## src/rtl/pipe_ctrl_pkg.sv

```systemverilog
// Shared types and constants for the parametrised pipeline controller.
package pipe_ctrl_pkg;

    // Jump/flush sequencing states.
    typedef enum logic [1:0] {
        PC_IDLE  = 2'd0,
        PC_PEND  = 2'd1,
        PC_FLUSH = 2'd2
    } pc_state_e;

    // Stage indices for the classic four-stage core; index 0 is the most upstream stage.
    localparam int STG_PC = 0;
    localparam int STG_IF = 1;
    localparam int STG_ID = 2;
    localparam int STG_EX = 3;

    // Width of a counter that must be able to hold the value max_val.
    function automatic int cnt_width(input int max_val);
        return (max_val < 2) ? 1 : $clog2(max_val + 1);
    endfunction

endpackage

```

## src/rtl/pipe_ctrl_gen_if.sv

```systemverilog
// Bundle between the core stages / CLINT / JTAG and the pipeline controller.
interface pipe_ctrl_gen_if #(
    parameter int NUM_STAGES = 4,
    parameter int ADDR_W     = 32,
    parameter int PERF_W     = 32
);
    logic [NUM_STAGES-1:0] stall_req_i;
    logic                  jump_assert_i;
    logic [ADDR_W-1:0]     jump_addr_i;
    logic                  perf_clr_i;
    logic [NUM_STAGES-1:0] stall_o;
    logic                  flush_o;
    logic [ADDR_W-1:0]     flush_addr_o;
    logic                  jump_pending_o;
    logic                  stall_timeout_o;
    logic [PERF_W-1:0]     stall_cycles_o;

    // Core side: raises requests, consumes stall/flush controls.
    modport master (
        output stall_req_i, jump_assert_i, jump_addr_i, perf_clr_i,
        input  stall_o, flush_o, flush_addr_o, jump_pending_o,
               stall_timeout_o, stall_cycles_o
    );

    // Controller side.
    modport slave (
        input  stall_req_i, jump_assert_i, jump_addr_i, perf_clr_i,
        output stall_o, flush_o, flush_addr_o, jump_pending_o,
               stall_timeout_o, stall_cycles_o
    );
endinterface

```

## src/rtl/stall_monitor.sv

```systemverilog
// Stall watchdog and saturating stall-cycle performance counter.
module stall_monitor
    import pipe_ctrl_pkg::*;
#(
    parameter int STALL_TIMEOUT = 256,
    parameter int PERF_W        = 32
) (
    input  logic              clk,
    input  logic              rst_n,
    input  logic              any_stall_i,
    input  logic              perf_clr_i,
    output logic              stall_timeout_o,
    output logic [PERF_W-1:0] stall_cycles_o
);
    localparam int WD_W = cnt_width(STALL_TIMEOUT);
    localparam logic [WD_W-1:0] WD_MAX = WD_W'(STALL_TIMEOUT);

    logic [WD_W-1:0]   wd_cnt_q, wd_cnt_d;
    logic [PERF_W-1:0] perf_q, perf_d;

    // Next-state: watchdog counts consecutive stall cycles, perf counts all of them.
    always_comb begin
        wd_cnt_d = wd_cnt_q;
        perf_d   = perf_q;
        if (!any_stall_i) begin
            wd_cnt_d = '0;
        end else if (wd_cnt_q != WD_MAX) begin
            wd_cnt_d = wd_cnt_q + 1'b1;
        end
        // Clear wins over a same-cycle increment.
        if (perf_clr_i) begin
            perf_d = '0;
        end else if (any_stall_i && (perf_q != '1)) begin
            perf_d = perf_q + 1'b1;
        end
    end

    // Counter registers.
    always_ff @(posedge clk or negedge rst_n) begin
        if (!rst_n) begin
            wd_cnt_q <= '0;
            perf_q   <= '0;
        end else begin
            wd_cnt_q <= wd_cnt_d;
            perf_q   <= perf_d;
        end
    end

    assign stall_timeout_o = (wd_cnt_q == WD_MAX);
    assign stall_cycles_o  = perf_q;

endmodule

```

## src/rtl/pipe_ctrl_gen.sv

```systemverilog
// Parametrised pipeline controller: stall cascade, pending-jump handling,
// stretched flush, stall watchdog and stall performance counter.
module pipe_ctrl_gen
    import pipe_ctrl_pkg::*;
#(
    parameter int NUM_STAGES    = 4,
    parameter int ADDR_W        = 32,
    parameter int FLUSH_CYCLES  = 1,
    parameter int STALL_TIMEOUT = 256,
    parameter int PERF_W        = 32
) (
    input  logic            clk,
    input  logic            rst_n,
    pipe_ctrl_gen_if.slave  bus
);
    localparam int CNT_W = cnt_width(FLUSH_CYCLES);
    localparam logic [CNT_W-1:0] CNT_RELOAD = CNT_W'(FLUSH_CYCLES - 1);

    logic [NUM_STAGES-1:0] stall_c;
    logic                  fetch_frozen;

    pc_state_e             state_q, state_d;
    logic [ADDR_W-1:0]     addr_q, addr_d;
    logic [CNT_W-1:0]      cnt_q, cnt_d;
    logic                  flush_c;
    logic [ADDR_W-1:0]     flush_addr_c;
    logic                  issue_c;

    // A stall request from any stage freezes that stage and everything upstream of it.
    for (genvar j = 0; j < NUM_STAGES; j++) begin : g_cascade
        assign stall_c[j] = |bus.stall_req_i[NUM_STAGES-1:j];
    end

    assign fetch_frozen = stall_c[STG_PC];

    // Jump sequencing: decide flush outputs and next state for the current cycle.
    always_comb begin
        // NOTE: every always_comb target gets a default first so no path can infer a latch.
        state_d      = state_q;
        addr_d       = addr_q;
        cnt_d        = cnt_q;
        flush_c      = 1'b0;
        flush_addr_c = addr_q;
        issue_c      = 1'b0;

        unique case (state_q)
            PC_IDLE: begin
                flush_addr_c = bus.jump_addr_i;
                if (bus.jump_assert_i) begin
                    addr_d = bus.jump_addr_i;
                    if (fetch_frozen) begin
                        state_d = PC_PEND;
                    end else begin
                        flush_c = 1'b1;
                        issue_c = 1'b1;
                    end
                end
            end
            PC_PEND: begin
                // Newest jump wins, including in the cycle the stall drops.
                if (bus.jump_assert_i) begin
                    addr_d       = bus.jump_addr_i;
                    flush_addr_c = bus.jump_addr_i;
                end
                if (!fetch_frozen) begin
                    flush_c = 1'b1;
                    issue_c = 1'b1;
                end
            end
            PC_FLUSH: begin
                // Stalls are deliberately ignored here; stages prioritise flush locally.
                flush_c = 1'b1;
                if (bus.jump_assert_i) begin
                    addr_d       = bus.jump_addr_i;
                    flush_addr_c = bus.jump_addr_i;
                    cnt_d        = CNT_RELOAD;
                end else if (cnt_q <= CNT_W'(1)) begin
                    state_d = PC_IDLE;
                end else begin
                    cnt_d = cnt_q - 1'b1;
                end
            end
            default: state_d = PC_IDLE;
        endcase

        // A flush issued from IDLE or PEND is stretched only when more than one cycle is configured.
        if (issue_c) begin
            if (FLUSH_CYCLES > 1) begin
                state_d = PC_FLUSH;
                cnt_d   = CNT_RELOAD;
            end else begin
                state_d = PC_IDLE;
            end
        end
    end

    // FSM state, latched redirect address and flush stretch counter.
    always_ff @(posedge clk or negedge rst_n) begin
        if (!rst_n) begin
            state_q <= PC_IDLE;
            addr_q  <= '0;
            cnt_q   <= '0;
        end else begin
            // NOTE: sequential state uses non-blocking assignments so all registers update together.
            state_q <= state_d;
            addr_q  <= addr_d;
            cnt_q   <= cnt_d;
        end
    end

    // Outputs are forced low while reset is held, whatever the inputs are doing.
    assign bus.stall_o        = rst_n ? stall_c : '0;
    assign bus.flush_o        = rst_n & flush_c;
    assign bus.flush_addr_o   = rst_n ? flush_addr_c : '0;
    assign bus.jump_pending_o = (state_q == PC_PEND);

    stall_monitor #(
        .STALL_TIMEOUT (STALL_TIMEOUT),
        .PERF_W        (PERF_W)
    ) u_stall_monitor (
        .clk             (clk),
        .rst_n           (rst_n),
        .any_stall_i     (|bus.stall_o),
        .perf_clr_i      (bus.perf_clr_i),
        .stall_timeout_o (bus.stall_timeout_o),
        .stall_cycles_o  (bus.stall_cycles_o)
    );

endmodule

```

## src/flat_wrapper.sv

```systemverilog
// flat-port wrapper written by rule: the top's interface ports become plain ports
module pipe_ctrl_gen_flat import pipe_ctrl_pkg::*;
#(
    parameter int NUM_STAGES    = 4,
    parameter int ADDR_W        = 32,
    parameter int FLUSH_CYCLES  = 1,
    parameter int STALL_TIMEOUT = 256,
    parameter int PERF_W        = 32
)
  (clk, rst_n, bus_stall_req_i, bus_jump_assert_i, bus_jump_addr_i, bus_perf_clr_i, bus_stall_o, bus_flush_o, bus_flush_addr_o, bus_jump_pending_o, bus_stall_timeout_o, bus_stall_cycles_o);
  pipe_ctrl_gen_if #(.NUM_STAGES(NUM_STAGES), .ADDR_W(ADDR_W), .PERF_W(PERF_W)) bus_i ();
  input  logic clk;
  input  logic rst_n;
  input wire logic [$bits(bus_i.stall_req_i)-1:0] bus_stall_req_i;
  input wire logic [$bits(bus_i.jump_assert_i)-1:0] bus_jump_assert_i;
  input wire logic [$bits(bus_i.jump_addr_i)-1:0] bus_jump_addr_i;
  input wire logic [$bits(bus_i.perf_clr_i)-1:0] bus_perf_clr_i;
  output wire logic [$bits(bus_i.stall_o)-1:0] bus_stall_o;
  output wire logic [$bits(bus_i.flush_o)-1:0] bus_flush_o;
  output wire logic [$bits(bus_i.flush_addr_o)-1:0] bus_flush_addr_o;
  output wire logic [$bits(bus_i.jump_pending_o)-1:0] bus_jump_pending_o;
  output wire logic [$bits(bus_i.stall_timeout_o)-1:0] bus_stall_timeout_o;
  output wire logic [$bits(bus_i.stall_cycles_o)-1:0] bus_stall_cycles_o;
  assign bus_i.stall_req_i = bus_stall_req_i;
  assign bus_i.jump_assert_i = bus_jump_assert_i;
  assign bus_i.jump_addr_i = bus_jump_addr_i;
  assign bus_i.perf_clr_i = bus_perf_clr_i;
  assign bus_stall_o = bus_i.stall_o;
  assign bus_flush_o = bus_i.flush_o;
  assign bus_flush_addr_o = bus_i.flush_addr_o;
  assign bus_jump_pending_o = bus_i.jump_pending_o;
  assign bus_stall_timeout_o = bus_i.stall_timeout_o;
  assign bus_stall_cycles_o = bus_i.stall_cycles_o;
  pipe_ctrl_gen #(.NUM_STAGES(NUM_STAGES), .ADDR_W(ADDR_W), .FLUSH_CYCLES(FLUSH_CYCLES), .STALL_TIMEOUT(STALL_TIMEOUT), .PERF_W(PERF_W)) u_core (.clk(clk), .rst_n(rst_n), .bus(bus_i));
endmodule
```

## config.mk

```make
export PLATFORM = sky130hd
export DESIGN_NAME = pipe_ctrl_gen_flat
export DESIGN_NICKNAME = d
export VERILOG_FILES = /design/src/rtl/pipe_ctrl_pkg.sv /design/src/rtl/pipe_ctrl_gen_if.sv /design/src/rtl/stall_monitor.sv /design/src/rtl/pipe_ctrl_gen.sv /design/src/flat_wrapper.sv
export SDC_FILE = /design/constraint.sdc
export NUM_CORES = 1
export LEC_CHECK = 0
export BUFFER_PORTS_ARGS = -buffer_cell sky130_fd_sc_hd__buf_2
export CORE_MARGIN = 2
export CORE_UTILIZATION = 45
export DETAILED_ROUTE_END_ITERATION = 10
export PLACE_DENSITY_LB_ADDON = 0.08
export SLEW_MARGIN = 20
export SYNTH_ARGS = -nofsm -noshare
export SYNTH_HDL_FRONTEND = slang
export SYNTH_HIERARCHICAL = 1
export SYNTH_SLANG_ARGS = --single-unit
```

## constraint.sdc

```tcl
create_clock -name clk -period 2.7 [get_ports clk]
set_input_delay 0.135 -clock clk [delete_from_list [all_inputs] [get_ports clk]]
set_output_delay 0.135 -clock clk [all_outputs]
set_load 0.01 [all_outputs]
```

# Word level (Yosys, flattened, before mapping)
# Cells that the tools add are included.
dict set report op_classes {
  n_addsub 3
  mul 0
  n_div 0
  magnitude_cmp 1
  n_eq_ne 12
  shifts 0
  muxes 20
  n_bitwise 1
  n_reduce_logical 11
}
# cell count
set op_table {}
lappend op_table {{32-bit 2-to-1 mux} 4}
lappend op_table {{32-bit one-hot mux with 2 select lines} 1}
lappend op_table {{32-bit by 1-bit adder with 32-bit output (second input constant)} 1}
lappend op_table {{32-bit != test (second input constant)} 1}
lappend op_table {{9-bit 2-to-1 mux} 2}
lappend op_table {{2-bit 2-to-1 mux} 5}
lappend op_table {{9-bit by 1-bit adder with 9-bit output (second input constant)} 1}
lappend op_table {{9-bit == test (second input constant)} 1}
lappend op_table {{9-bit != test (second input constant)} 1}
lappend op_table {{4-bit OR reduction} 2}
lappend op_table {{3-bit by 1-bit != test with 1-bit output (second input constant)} 2}
lappend op_table {{3-bit by 2-bit != test with 1-bit output (second input constant)} 2}
lappend op_table {{2-bit one-hot mux with 3 select lines} 1}
lappend op_table {{3-bit OR reduction} 2}
lappend op_table {{5-bit AND reduction} 1}
lappend op_table {{1-bit 2-to-1 mux} 4}
lappend op_table {{4-bit 2-to-1 mux} 1}
lappend op_table {{2-bit by 1-bit != test with 1-bit output (second input constant)} 2}
lappend op_table {{2-bit OR reduction} 2}
lappend op_table {{1-bit one-hot mux with 3 select lines} 1}
lappend op_table {{2-bit by 1-bit == test with 1-bit output (second input constant)} 1}
lappend op_table {{2-bit == test (second input constant)} 1}
lappend op_table {{2-bit logical NOT} 1}
lappend op_table {{2-bit != test (second input constant)} 1}
lappend op_table {{7 further kinds} 7}
dict set report word_totals {
  ff_bits 76
  latchBits 0
  ramBits 0
  mem_bits_ro 0
  n_memories 0
}

# Longest topological paths before layout
dict set report depth {
  word_depth 6
  depth_mapped 9
  depth_no_buf 7
}

# By module
# Netlist, hierarchy kept.
# mod instances cells_each area_each_um2
set modules_own_cells {}
lappend modules_own_cells {stall_monitor 1 242 2292.2}
lappend modules_own_cells {pipe_ctrl_gen 1 153 1931.9}

# Worst setup path before layout
# Ideal clock, no wire load.
dict set report synth_path {
  kind {input-to-reg}
  startpoint {in rst_n}
  endpoint {reg u_core.u_stall_monitor.perf_q[27] (netlist: u_core/u_stall_monitor/stall_cycles_o[27])}
  setup_time_ns 0.078
  arrival_ns 1.985
  t_required_ns 2.622
  path_slack_ns 0.637
  cell_stages 9
  path_buffers 3
  cell_sequence {clkbuf_1 nor2b_1 and3_1 and2_1 clkbuf_1 o211ai_1 buf_2 or3_1 a21oi_1}
}
dict set report synth_between {
  elab_chain_len 4
}
# element line
set synth_rtl {}
lappend synth_rtl {{start: declaration} flat_wrapper.sv:13} ;# input logic rst_n;
lappend synth_rtl {{4-bit 2-to-1 mux} pipe_ctrl_gen.sv:112} ;# assign bus.stall_o = rst_n ? stall_c : '0;
lappend synth_rtl {{4-bit OR reduction} pipe_ctrl_gen.sv:123} ;# .any_stall_i (|bus.stall_o),
lappend synth_rtl {{1-bit logical AND} stall_monitor.sv:33} ;# end else if (any_stall_i && (perf_q != '1)) begin
lappend synth_rtl {{2-bit nonzero test (no line)} -}
lappend synth_rtl {{end signal: assignment} stall_monitor.sv:45} ;# perf_q <= perf_d;
lappend synth_rtl {{end: declaration} stall_monitor.sv:19} ;# logic [PERF_W-1:0] perf_q, perf_d;
# No other way between the ends.
# A chain may end at the register's enable or synchronous reset.

# Worst setup path after layout
dict set report layout_path {
  startpoint {reg u_core.u_stall_monitor.perf_q[15] (netlist: u_core/u_stall_monitor/stall_cycles_o[15])}
  endpoint {reg u_core.u_stall_monitor.perf_q[9] (netlist: u_core/u_stall_monitor/stall_cycles_o[9])}
}
dict set report layout_between {
  elab_chain_len 3
}
# element line
set layout_rtl {}
lappend layout_rtl {{32-bit != test} stall_monitor.sv:33}
lappend layout_rtl {{1-bit logical AND} stall_monitor.sv:33}
lappend layout_rtl {{2-bit nonzero test (no line)} -}
# No other way between the ends.

==> results.md <==
- Crit-path cells: nand4_4 > or4_4 > nor4_4 > buf_4 > o21ai_0 > a21oi_1
- Worst-Margin Slew: 0.941 ns
- Worst-skew pair later-pin latency: 0.35 ns
- CTS tree: done
- Clock share of power: 0.340
- Fin. Hold Viols: 0
- Mux cell area share after synthesis: 0.121
- Site row count: 35
- IO Count: 111
- Port bufs: 110
- Crit-path max cell delay: between 0.6 and 0.7 ns
- HPWL after DPL: 6570 um
- Crit path max-delay family: simple AND/OR/NAND/NOR gates
- Pleak: roughly 2.5 nW
- Clock Path Buffers: 2
- Resized Gates After CTS: 0
- Pins over their slew limit: 0
- Clock period minus worst slack: 2.32 ns
- Switching Power: roughly 0.63 mW
- Final WL: about 9600 um
- Die width: about 100 um
- CP Class: reg2reg
- Synth Area in Simple Gates: 0.159
- Yosys Warn Count: 6
- PwrDens: 470 nW/um2
- Design Area, Final: a little over 5000 um2
- CP arrival: 2.59 ns
- DR iter-0 viols: between 100 and 150
- Routed via count: about 3400
- Final setup violation count: 0
- First-pass GRT wire length: between 15000 and 20000 um
- Post-synthesis xor/xnor area fraction: 0.0373
- Layout cells sized above 1: 0.355
- Initial antenna violation count: 0
- Residual DRC count: 0
- DRT antenna net count: 0
- Status: completed
- Clock sink count: 74
- Final nets: between 500 and 600
- Clock slew at reported path FFs: 0.08 ns
- Compound-gate portion of the synthesized area: 0.192
- Register area share after synthesis: 0.438
- 1st-pass router iterations: 4
- #FFs+latches synth: 74
- Drt via density: around 5.5
- RSZ-0062 raised after global routing: no
- Synthesized area: 4220 um2
- RD Place Congestion: roughly 0.79
- Max Cap Viol: 0
- Synthesized instance count: just under 400
- Combinational fraction of design power: 0.159
- Critical path data required time: around 3.0 ns
- Final period utilization: 0.860
- Largest net degree at the start of global routing: 91
- Skew final: about 0.0084 ns
- Post-CTS Setup Inserts: 0
- Buf/Inv on CP: 1
- Sequential power share: 0.501
- Startpoint Class: flop
- Antenna Cells: 0
- Synth cell types: 46
- Rel. slew slack: 0.372
- Syn Area/Cell: between 10 and 15 um2
- Worst path slowest cell: or4_4
- Synth Area in Adders: 0.00889
- Post-DP Area: around 4900 um2
- CTS Hold Bufs: 0
- Clock root buffer master: clkbuf_8
- EDFF count, synth: 0
- Initial core utilization: 0.462
- Crit end category: flop
- Dominant synthesized flop cell: dfrtp_1
- Core area: 9150 um2
- WL/cell: 15.5 um
- CTS H-Tree Depth: 3
- P_int: 1.74 mW
- Switching Fraction: 0.267
- Worst-path fanout max: 13
- Total gr overflow: 0
- Total CTS buffers: 9
- Worst Hold Class: in2async
- Largest family of logic cells by synthesized area: compound AO/OA/AOI/OAI gates
- Die area: roughly 10000 um2
- Vias in the first global route: 3165
- Area growth syn-to-layout: 19.4%
- Max VDD drop: 0.000272 V
- Die Height: 101 um
- GRT Total Usage: 0.194
- Setup TNS: 0 ns
- Syn_nets: 438
- FMAX: 0.430 GHz
- Async set or reset register ratio after synthesis: 1.00
cells in the mapped netlist (3+ instances only):
master      n  area [um2]
nor2b_1     6        37.5
o21ai_0    48         240
o2111ai_1   4        35.0
xnor2_1    11        96.3
nor2_1     23        86.3
nand3_1    17        85.1
buf_8       3        45.0
a21oi_1    18        90.1
nand2_1    11        41.3
xor2_1      7        61.3
mux2_2      6        67.6
dfrtp_1    74        1850
clkbuf_1   16        60.1
nor3_1      4        20.0
and3_1      4        25.0
o21ba_1    31         310
inv_1       9        33.8
nor4_1      4        25.0
and2_1     12        75.1
nand4_1     9        56.3
ha_1        3        37.5
or3_1      17         106
mux2_4     29         435
per-layer routing:
layer,track usage,up-vias,wire length (um)
li1,-,1645,-
met1,0.267,1649,4610
met2,0.307,82,4470
met3,0.0374,13,359
met4,0.0643,0,156
met5,0,-,0
logic make-up after synthesis:
| kind of cell | count (synthesis) |
|---|---|
| buf+inv | 34 |
| flops | 74 |
| compound gates | 113 |
| xor+xnor | 18 |
| simple gates | 117 |
| mux | 36 |
| fa+ha+maj | 3 |
state kept, by name, indices dropped and copies added, names as in the netlist:
name	cells
u_core/addr_q	32
u_core/state_q	1
u_core/u_stall_monitor/stall_cycles_o	32
u_core/u_stall_monitor/wd_cnt_q	9
path summary, 6_finish.rpt:
path | start | endpoint | slack, ns | cells past startpoint
max in group asynchronous | rst_n | u_core/u_stall_monitor/stall_cycles_o[25] | 1.81 | 3
setup reg to reg | u_core/u_stall_monitor/stall_cycles_o[15] | u_core/u_stall_monitor/stall_cycles_o[9] | 0.38 | 6
setup / recovery | u_core/u_stall_monitor/stall_cycles_o[15] | u_core/u_stall_monitor/stall_cycles_o[9] | 0.38 | 6
min in group clk | bus_jump_addr_i[12] | u_core/addr_q[12] | 0.04 | 2
hold / removal | rst_n | u_core/state_q[0] | 0.03 | 2
hold reg to reg | u_core/addr_q[1] | u_core/addr_q[1] | 0.50 | 1
area by class of cell:
cell class | instances | area (um2)
flip-flops and latches | 74 | 1850
repair buffers | 121 | 648
well taps | 111 | 139
clock inverters | 4 | 26.3
fillers | 826 | 4110
inverters | 9 | 33.8
clock buffers | 12 | 155
multi-input cells | 287 | 2190
stage by stage:
stage / hold slack (ns) / power, mW / setup slack [ns] / utilization / cells
after detailed placement: 0.394 / 1.59 / 0.383 / 0.531 / 602
final: 0.0322 / 2.37 / 0.377 / 0.551 / 618
after CTS: 0.0292 / 2.40 / 0.369 / 0.551 / 618
after global routing: 0.0257 / 2.49 / 0.192 / 0.551 / 618
after floorplan: -0.161 / 1.45 / 0.637 / - / 395
after global placement: 0.391 / 1.58 / 0.432 / 0.531 / 602
power groups by stage:
stage / Combinational [mW] / Clock (mW) / Sequential, mW
6_report: 0.378 / 0.806 / 1.19
5_1_grt: 0.414 / 0.880 / 1.19
4_1_cts: 0.385 / 0.828 / 1.19
3_5_place_dp: 0.382 / 0 / 1.21
3_3_place_gp: 0.375 / 0 / 1.21
2_1_floorplan: 0.242 / 0 / 1.20
layout by cell type, fill, tap and decap left out, types with 12 or more instances in the layout:
cell | synthesis | final
mux2_4 | 29 | 29
a21oi_1 | 18 | 18
o21ai_0 | 48 | 48
and2_1 | 12 | 12
o21ba_1 | 31 | 31
nor2_1 | 23 | 23
buf_2 | 2 | 109
or3_1 | 17 | 17
nand3_1 | 17 | 17
dfrtp_1 | 74 | 74
No activity file was read; power rests on OpenSTA's default activity.
